<file path="src/rtl/cdb_arbiter_pkg.sv">
// Shared types for the CDB writeback path: ROB writeback payload, sizing
// constants and a pointer-width helper used by the arbiter and its selector.
package cdb_arbiter_pkg;

   localparam int NUM_FU      = 2;
   localparam int CDB_NUM_REQ = 6;
   localparam int ROB_IDX_W   = 4;
   localparam int XLEN        = 32;

   typedef struct packed {
      logic                 valid;
      logic [ROB_IDX_W-1:0] rob_dest;
      logic [XLEN-1:0]      value;
   } cdb_t;

   typedef struct packed {
      cdb_t       cdb;
      logic       exception;
      logic [3:0] ex_cause;
   } rob_wb_t;

   localparam int ROB_WB_WIDTH = $bits(rob_wb_t);

   // A single requester still needs a one-bit pointer to keep ports legal.
   function automatic int ptr_width(input int n);
      return (n > 1) ? $clog2(n) : 1;
   endfunction

endpackage

</file>
<file path="src/rtl/cdb_arbiter_if.sv">
// Producer-to-CDB bundle: per-producer request/payload/grant and the
// registered CDB lanes that feed the ROB and reservation stations.
//
// Handshake: a producer raises req_valid_i with its payload and holds both
// stable until req_ready_o is seen high; the result is consumed at that
// clock edge. req_ready_o may depend combinationally on req_valid_i, but a
// producer's req_valid_i must never depend on req_ready_o.
interface cdb_arbiter_if
   import cdb_arbiter_pkg::*;
#(
   parameter int NUM_REQ   = CDB_NUM_REQ,
   parameter int NUM_LANES = NUM_FU
);
   logic    [NUM_REQ-1:0]   req_valid_i;
   rob_wb_t [NUM_REQ-1:0]   req_data_i;
   logic    [NUM_REQ-1:0]   req_ready_o;
   rob_wb_t [NUM_LANES-1:0] cdb_o;
   logic    [NUM_LANES-1:0] cdb_valid_o;

   modport master (
      output req_valid_i, req_data_i,
      input  req_ready_o, cdb_o, cdb_valid_o
   );

   modport slave (
      input  req_valid_i, req_data_i,
      output req_ready_o, cdb_o, cdb_valid_o
   );
endinterface

</file>
<file path="src/rtl/cdb_arbiter_rr_select.sv">
// Multi-grant round-robin selector: walks the requesters starting at ptr and
// hands out up to NUM_LANES grants in scan order. Purely combinational so it
// can be reused for reservation-station issue selection.
module rr_select
   import cdb_arbiter_pkg::*;
#(
   parameter int NUM_REQ   = CDB_NUM_REQ,
   parameter int NUM_LANES = NUM_FU,
   localparam int PTR_W    = ptr_width(NUM_REQ)
) (
   input  logic [NUM_REQ-1:0]              valid,
   input  logic [PTR_W-1:0]                ptr,
   output logic [NUM_REQ-1:0]              grant,
   output logic [NUM_LANES-1:0][PTR_W-1:0] lane_idx,
   output logic [NUM_LANES-1:0]            lane_valid,
   output logic [PTR_W-1:0]                next_ptr
);

   localparam logic [PTR_W-1:0] LAST_IDX = PTR_W'(NUM_REQ - 1);

   // Scan ptr, ptr+1, ... with explicit wrap since NUM_REQ may not be a power of two.
   always_comb begin
      logic [PTR_W-1:0] idx;
      int               cnt;
      grant      = '0;
      lane_idx   = '0;
      lane_valid = '0;
      next_ptr   = ptr;
      idx        = ptr;
      cnt        = 0;
      for (int i = 0; i < NUM_REQ; i++) begin
         if (valid[idx] && (cnt < NUM_LANES)) begin
            grant[idx] = 1'b1;
            for (int k = 0; k < NUM_LANES; k++) begin
               if (k == cnt) begin
                  lane_idx[k]   = idx;
                  lane_valid[k] = 1'b1;
               end
            end
            cnt      = cnt + 1;
            next_ptr = (idx == LAST_IDX) ? '0 : idx + 1'b1;
         end
         idx = (idx == LAST_IDX) ? '0 : idx + 1'b1;
      end
   end

endmodule

</file>
<file path="src/rtl/cdb_arbiter.sv">
// CDB writeback arbiter: grants up to NUM_LANES producer results per cycle in
// round-robin order and registers them onto the common data bus. A ROB
// mispredict suppresses all grants and clears the lanes at the next edge.
module cdb_arbiter
   import cdb_arbiter_pkg::*;
#(
   parameter int NUM_REQ   = CDB_NUM_REQ,
   parameter int NUM_LANES = NUM_FU,
   localparam int PTR_W    = ptr_width(NUM_REQ)
) (
   input  logic             clk_i,
   input  logic             reset_ni,
   input  logic             flush_i,
   cdb_arbiter_if.slave     bus,
   output logic [PTR_W-1:0] rr_ptr_o
);

   logic [PTR_W-1:0]                rr_ptr_q;
   logic [PTR_W-1:0]                next_ptr;
   logic [NUM_REQ-1:0]              req_eligible;
   logic [NUM_REQ-1:0]              grant;
   logic [NUM_LANES-1:0][PTR_W-1:0] lane_idx;
   logic [NUM_LANES-1:0]            lane_valid;
   rob_wb_t [NUM_LANES-1:0]         lane_next;
   rob_wb_t [NUM_LANES-1:0]         lane_q;

   // Masking requests on flush means no grants, idle lanes and an unchanged pointer.
   assign req_eligible = flush_i ? '0 : bus.req_valid_i;

   rr_select #(
      .NUM_REQ   (NUM_REQ),
      .NUM_LANES (NUM_LANES)
   ) u_rr_select (
      .valid      (req_eligible),
      .ptr        (rr_ptr_q),
      .grant      (grant),
      .lane_idx   (lane_idx),
      .lane_valid (lane_valid),
      .next_ptr   (next_ptr)
   );

   // Grants are gated by reset so no producer retires a result while held in reset.
   assign bus.req_ready_o = reset_ni ? grant : '0;

   // Route each granted payload to its lane with the CDB valid bit forced on.
   always_comb begin
      lane_next = '0;
      for (int k = 0; k < NUM_LANES; k++) begin
         if (lane_valid[k]) begin
            lane_next[k]           = bus.req_data_i[lane_idx[k]];
            lane_next[k].cdb.valid = 1'b1;
         end
      end
   end

   // Lane registers and round-robin pointer; reset clears them without a clock.
   always_ff @(posedge clk_i or negedge reset_ni) begin
      if (!reset_ni) begin
         rr_ptr_q <= '0;
         lane_q   <= '0;
      end else begin
         rr_ptr_q <= next_ptr;
         lane_q   <= lane_next;
      end
   end

   // Lane valid bits mirror the payload's own CDB valid field.
   always_comb begin
      bus.cdb_valid_o = '0;
      for (int k = 0; k < NUM_LANES; k++) begin
         bus.cdb_valid_o[k] = lane_q[k].cdb.valid;
      end
   end

   assign bus.cdb_o = lane_q;
   assign rr_ptr_o  = rr_ptr_q;

endmodule

</file>
<file path="src/flat_wrapper.sv">
// flat-port wrapper written by rule: the top's interface ports become plain ports
module cdb_arbiter_flat import cdb_arbiter_pkg::*;
#(
   parameter int NUM_REQ   = CDB_NUM_REQ,
   parameter int NUM_LANES = NUM_FU,
   localparam int PTR_W    = ptr_width(NUM_REQ)
)
  (clk_i, reset_ni, flush_i, rr_ptr_o, bus_req_valid_i, bus_req_data_i, bus_req_ready_o, bus_cdb_o, bus_cdb_valid_o);
  cdb_arbiter_if #(.NUM_REQ(NUM_REQ), .NUM_LANES(NUM_LANES)) bus_i ();
  input  logic clk_i;
  input  logic reset_ni;
  input  logic flush_i;
  output logic [PTR_W-1:0] rr_ptr_o;
  input wire logic [$bits(bus_i.req_valid_i)-1:0] bus_req_valid_i;
  input wire logic [$bits(bus_i.req_data_i)-1:0] bus_req_data_i;
  output wire logic [$bits(bus_i.req_ready_o)-1:0] bus_req_ready_o;
  output wire logic [$bits(bus_i.cdb_o)-1:0] bus_cdb_o;
  output wire logic [$bits(bus_i.cdb_valid_o)-1:0] bus_cdb_valid_o;
  assign bus_i.req_valid_i = bus_req_valid_i;
  assign bus_i.req_data_i = bus_req_data_i;
  assign bus_req_ready_o = bus_i.req_ready_o;
  assign bus_cdb_o = bus_i.cdb_o;
  assign bus_cdb_valid_o = bus_i.cdb_valid_o;
  cdb_arbiter #(.NUM_REQ(NUM_REQ), .NUM_LANES(NUM_LANES)) u_core (.clk_i(clk_i), .reset_ni(reset_ni), .flush_i(flush_i), .bus(bus_i), .rr_ptr_o(rr_ptr_o));
endmodule
</file>
<file path="config.mk">
export PLATFORM = sky130hd
export DESIGN_NAME = cdb_arbiter_flat
export DESIGN_NICKNAME = d
export VERILOG_FILES = /design/src/rtl/cdb_arbiter_pkg.sv /design/src/rtl/cdb_arbiter_if.sv /design/src/rtl/cdb_arbiter_rr_select.sv /design/src/rtl/cdb_arbiter.sv /design/src/flat_wrapper.sv
export SDC_FILE = /design/constraint.sdc
export NUM_CORES = 1
export LEC_CHECK = 0
export ABC_AREA = 1
export CAP_MARGIN = 10
export CORE_MARGIN = 3
export CORE_UTILIZATION = 35
export CTS_BUF_LIST = sky130_fd_sc_hd__clkbuf_4
export DETAILED_ROUTE_END_ITERATION = 12
export GPL_ROUTABILITY_DRIVEN = 1
export GPL_TIMING_DRIVEN = 0
export HOLD_SLACK_MARGIN = 0.03
export PLACE_DENSITY = 0.66
export SYNTH_ARGS = -nofsm -noshare
export SYNTH_HDL_FRONTEND = slang
export SYNTH_SLANG_ARGS = --single-unit
</file>
<file path="constraint.sdc">
create_clock -name clk_i -period 6.1 [get_ports clk_i]
set_input_delay 1.22 -clock clk_i [delete_from_list [all_inputs] [get_ports clk_i]]
set_output_delay 1.22 -clock clk_i [all_outputs]
set_load 0.05 [all_outputs]
</file>
# Yosys cells after proc, flatten, opt, wreduce, memory -nomap -nowiden
# Cells that the tools add are included.
[totals] inputBits=261 word_cells=160 out_inout_bits=95 ff_bits=87
[classes] n_addsub=10 n_bitwise=5 n_reduce_logical=17 n_lt_le_gt_ge=19 muxes=87 n_eq_ne=11
[op_table] op="binary-select mux 42 bit (select 3 bit)" count=2
[op_table] op="== test 2 x 32 -> 1 bit, first input constant" count=5
[op_table] op="logical NOT 32 bit" count=5
[op_table] op="< comparator 32 x 3 -> 1 bit, second input constant" count=5
[op_table] op="adder 32 x 2 -> 32 bit, second input constant" count=4
[op_table] op="two-way mux 32 bit" count=4
[op_table] op="two-way mux 42 bit" count=2
[op_table] op="two-way mux 41 bit" count=2
[op_table] op="two-way mux 6 bit" count=13
[op_table] op="two-way mux 3 bit" count=23
[op_table] op="< comparator 3 x 4 -> 1 bit, second input constant" count=8
[op_table] op="bitwise OR 6 bit" count=5
[op_table] op="two-way mux 1 bit" count=24
[op_table] op="adder 3 x 1 -> 3 bit, second input constant" count=6
[op_table] op="binary-select mux 1 bit (select 3 bit)" count=6
[op_table] op="demux 1 bit (select 3 bit)" count=6
[op_table] op="== test 3 bit, second input constant" count=6
[op_table] op="greater-or-equal comparator 3 x 1 -> 1 bit, second input constant" count=6
[op_table] op="logical AND 1 bit" count=11
[op_table] op="two-way mux 2 bit" count=5
[op_table] op="nonzero test 6 bit" count=1

# Longest topological paths before layout
[logic_depth] ltp_word=22 ltp_mapped=37 mapped_depth_nobuf=35

# Cells and area by module
# Synthesis repeated with hierarchy kept, for this count alone.
[unflattened] cells_unflattened=1621 hier_area_um2=9222.6
[by_module_without_submodules] module="cdb_arbiter" seq_area_each_um2=2177.1 area_each_um2=7661.1 n_inst=1 cells_each=1324
[by_module_without_submodules] module="rr_select" seq_area_each_um2=0.0 area_each_um2=1561.5 n_inst=1 cells_each=297

# Worst setup path before layout
# No wires, ideal clock.
[synth_timing] path_type="input to output" from="input flush_i" to="output bus_req_ready_o[5]" path_stages=28 n_path_buf=1 arrival_ns=4.962 required_ns=4.880 setup_slack_ns=-0.082 cell_sequence="inv_2 buf_2 nand2_1 nand2_1 nand2_1 o21ai_1 nand2_1 inv_2 ha_1 inv_1 nand2_1 nand2_1 nand2_1 inv_1 ha_1 inv_1 a31oi_4 inv_2 ha_1 inv_1 nor2_1 nor2_1 nand3_1 nor2_2 nand2_2 inv_4 nand3_1 a41oi_1"
[synth_between] elab_chain_len=20 word_cells_on_any_way=44 cone_classes="add/sub: 4; order compare: 5; mux: 25; bitwise: 5; reduce/logical: 5"
[synth_lines] item="from (decl)" line="flat_wrapper.sv:12" source="input logic flush_i;"
[synth_lines] item="two-way mux 6 bit *" line="cdb_arbiter.sv:28" source="assign req_eligible = flush_i ? '0 : bus.req_valid_i;"
[synth_lines] item="binary-select mux 1 bit (select 3 bit)" line="cdb_arbiter_rr_select.sv:32" source="if (valid[idx] && (cnt < NUM_LANES)) begin"
[synth_lines] item="two-way mux 1 bit (implied by the code)" line="cdb_arbiter_rr_select.sv:32"
[synth_lines] item="two-way mux 1 bit" line="cdb_arbiter_rr_select.sv:32"
[synth_lines] item="< comparator 32 x 3 -> 1 bit" line="cdb_arbiter_rr_select.sv:32"
[synth_lines] item="logical AND 1 bit" line="cdb_arbiter_rr_select.sv:32"
[synth_lines] item="two-way mux 32 bit" line="cdb_arbiter_rr_select.sv:32"
[synth_lines] item="< comparator 32 x 3 -> 1 bit" line="cdb_arbiter_rr_select.sv:32"
[synth_lines] item="[4 not listed]"
[synth_lines] item="two-way mux 32 bit" line="cdb_arbiter_rr_select.sv:32"
[synth_lines] item="< comparator 32 x 3 -> 1 bit" line="cdb_arbiter_rr_select.sv:32"
[synth_lines] item="logical AND 1 bit" line="cdb_arbiter_rr_select.sv:32"
[synth_lines] item="two-way mux 32 bit" line="cdb_arbiter_rr_select.sv:32"
[synth_lines] item="< comparator 32 x 3 -> 1 bit" line="cdb_arbiter_rr_select.sv:32"
[synth_lines] item="logical AND 1 bit" line="cdb_arbiter_rr_select.sv:32"
[synth_lines] item="two-way mux 6 bit *" line="cdb_arbiter_rr_select.sv:32"
[synth_lines] item="two-way mux 6 bit *" line="cdb_arbiter.sv:43" source="assign bus.req_ready_o = reset_ni ? grant : '0;"
[synth_lines] item="to (decl)" line="flat_wrapper.sv:16" source="output wire logic [$bits(bus_i.req_ready_o)-1:0] bus_req_ready_o;"
# Every way passes the cells marked *; elsewhere a longest branch is shown, timed or not. The select of a mux whose other input is x is not followed.

# Final worst setup path
[layout_timing] from="input flush_i" to="output bus_req_ready_o[0]"
# The elaborated chain is that of the path after synthesis.

==> results_dict.tcl <==
set metrics [dict create \
    synth-simple-area-share_pct 55.5 \
    cts_buffers 9 \
    die_x_um 170 \
    grt_pass1_wl_mm 71.4 \
    crit_type "in -> out" \
    post-route-period-util_pct 95.6 \
    nNetsFinal 2333 \
    finalMaxSlewViolations 0 \
    final_common_cell "nand3_1" \
    cts_max_level 3 \
    crit_arrival_ns 4.61 \
    grt_use_total_pct 31.4 \
    coreArea_mm2 0.0263 \
    drt_iter0_drc 1906 \
    dieArea_mm2 0.0289 \
    syn_inst 1679 \
    start_util_pct 35.9 \
    tns_ns 0 \
    synth_edf_count 0 \
    antenna_found_initial 7 \
    cpMostUsedCell "nand2_1" \
    worst_pin_slew_ns 0.962 \
    io-pin-count 356 \
    clk_pin_slew_worst_paths_ns 0.19 \
    max_freq_mhz 172 \
    grt_max_degree 47 \
    cp_data_required_time_ns 4.88 \
    final_cell_mix "nand3_1, nand2_1, clkdlybuf4s50_1" \
    reg2reg_depth 30 \
    startpoint_type "primary input" \
    clock_latency_ns 0.51 \
    maxCapViolations 0 \
    max-slew-margin-rel_pct 35.5 \
    ctsHoldBuffers 0 \
    place_hpwl_mm 36.2 \
    syn-cell-area_mm2 0.00943 \
    synth-warning-count 0 \
    die_h_um 170 \
    fin_skew_ns 0.0314 \
    cts_tree "built" \
    synthesis.nets 1950 \
    cp-end-kind "output pin" \
    hp-class "in -> async" \
    grt_pass1_vias 12700 \
    ant_nets 0 \
    overflow 0 \
    avgRoutedWirePerCell_um 19.8 \
    hold_viol_final 0 \
    synth_area_per_cell_um2 5.61 \
    synth_adder_area_share_pct 1.33 \
    routed_wl_mm 47.5 \
    port_buffers 349 \
    rows 59 \
    ys_async_sr_fraction_pct 100 \
    muxShareOfSynthArea_pct 0 \
    synth_cell_types 36 \
    synthXorXnorAreaFrac_pct 0.0929 \
    routed_via_density 5.58 \
    synth_compound_area_share_pct 8.00 \
    drt_pass1_iterations 6 \
    final-setup-viol-count 0 \
    via_count 13400 \
    fin_crit_ns 5.83 \
    critPathMaxFanout 5 \
    yosysSeqAreaShare_pct 23.1 \
    status "complete, no violations" \
    drc 0 \
    synth_top_family_by_area "simple AND/OR/NAND/NOR gates" \
    synth_ff_type "dfrtp_1" \
    area_growth_pct 47.0 \
    slowest_stage "ha_4" \
    clock_sinks 87 \
    drive_gt1_share_pct 9.39 \
    place_congestion 0.967 \
    clockRootBuffer "clkbuf_4" \
    slowest_delay_ns 0.27 \
    clockBufferDepth 2 \
    synth_seq_cells 87 \
]
-- what timing repair did --
| item | CTS | global route |
|---|---|---|
| pin swaps | 7 | 15 |
| setup endpoints to repair | 56 | 13 |
| gates cloned | 0 | 1 |
| gates resized for setup | 59 | 25 |
| buffers inserted | 13 | 8 |
-- layer usage --
| metal | part of all wire, % | vias to the layer above | global-route usage, % |
|---|---|---|---|
| li1 | - | 6308 | - |
| met1 | 40 | 6123 | 42.0 |
| met2 | 44 | 864 | 48.5 |
| met3 | 11 | 135 | 6.41 |
| met4 | 4.8 | 6 | 15.0 |
| met5 | 0.086 | - | 0 |
-- area by class of cell --
type	count	area (µm²)
Antenna cell	4	10.0
Buffer	135	669
Clock buffer	9	67.6
Clock inverter	7	76.3
Fill cell	2723	12400
Inverter	123	470
Multi-Input combinational cell	1334	6240
Sequential cell	87	2180
Tap cell	335	419
Timing Repair Buffer	372	3720
-- critical path, delay by kind of cell --
family | cells | cell delay, ns
adder cells (fa/ha/maj) | 3 | 0.72
buffers and inverters | 10 | 0.95
AO/OA/AOI/OAI | 2 | 0.34
AND/OR/NAND/NOR | 15 | 1.38
-- sequential cells by signal (all words and copies together) (netlist names) --
register and flops:
u_core.bus.cdb_o 84, u_core.rr_ptr_o 3
-- Yosys cell counts, types with 2 or more instances --
cell type,instances,area [µm²]
o21ai_1,4,20.0
nor2_1,104,390
a31oi_4,2,42.5
nand2_2,10,62.6
buf_6,2,22.5
o21ai_0,21,105
nor3_1,2,10.0
nor2_4,3,33.8
nor2_2,6,37.5
ha_1,10,125
inv_2,6,22.5
buf_1,10,37.5
a21oi_1,96,480
dfrtp_1,87,2180
nand2_1,517,1940
nand4_1,7,43.8
inv_1,115,432
clkbuf_1,41,154
o211ai_1,4,30.0
nand3_1,531,2660
o22ai_1,3,18.8
buf_2,67,335
nand3_2,4,40.0
buf_4,15,113
-- cell families (layout without fill, tap and decap cells) --
logic type	count (synthesis)	in the layout
AND/OR/NAND/NOR	1186	1186
buffers and inverters	258	646
AO/OA/AOI/OAI	137	137
flip-flops	87	87
adder cells (fa/ha/maj)	10	10
XOR/XNOR	1	1
other	0	4
-- per-stage QoR --
step | hold WS [ns] | setup slack, ns | instance area, µm² | std cells | util, %
floorplan | 0.924 | 0.196 | 9450 | 1679 | -
global placement | 0.687 | -2.19 | 13400 | 2363 | 50.9
detailed placement | 0.704 | -1.45 | 13400 | 2364 | 50.9
CTS | 0.695 | 0.0108 | 13700 | 2393 | 52.1
global route | 0.716 | -0.0442 | 13900 | 2406 | 52.7
finish | 0.672 | 0.269 | 13900 | 2406 | 52.7
-- final timing paths --
path | from | slack (ns) | end
max | flush_i | 0.27 | bus_req_ready_o[0]
min | reset_ni | 0.67 | u_core.bus.cdb_o[79]
max reg2reg | u_core.rr_ptr_o[0] | 0.56 | u_core.bus.cdb_o[3]
min reg2reg | u_core.rr_ptr_o[1] | 0.76 | u_core.rr_ptr_o[1]
max in group asynchronous | reset_ni | 4.74 | u_core.bus.cdb_o[19]
min in group clk_i | u_core.rr_ptr_o[1] | 0.76 | u_core.rr_ptr_o[1]
Power is left out: the tool's default activity adds up to more than one toggle a clock period on the data nets, which glitch-free logic cannot reach.
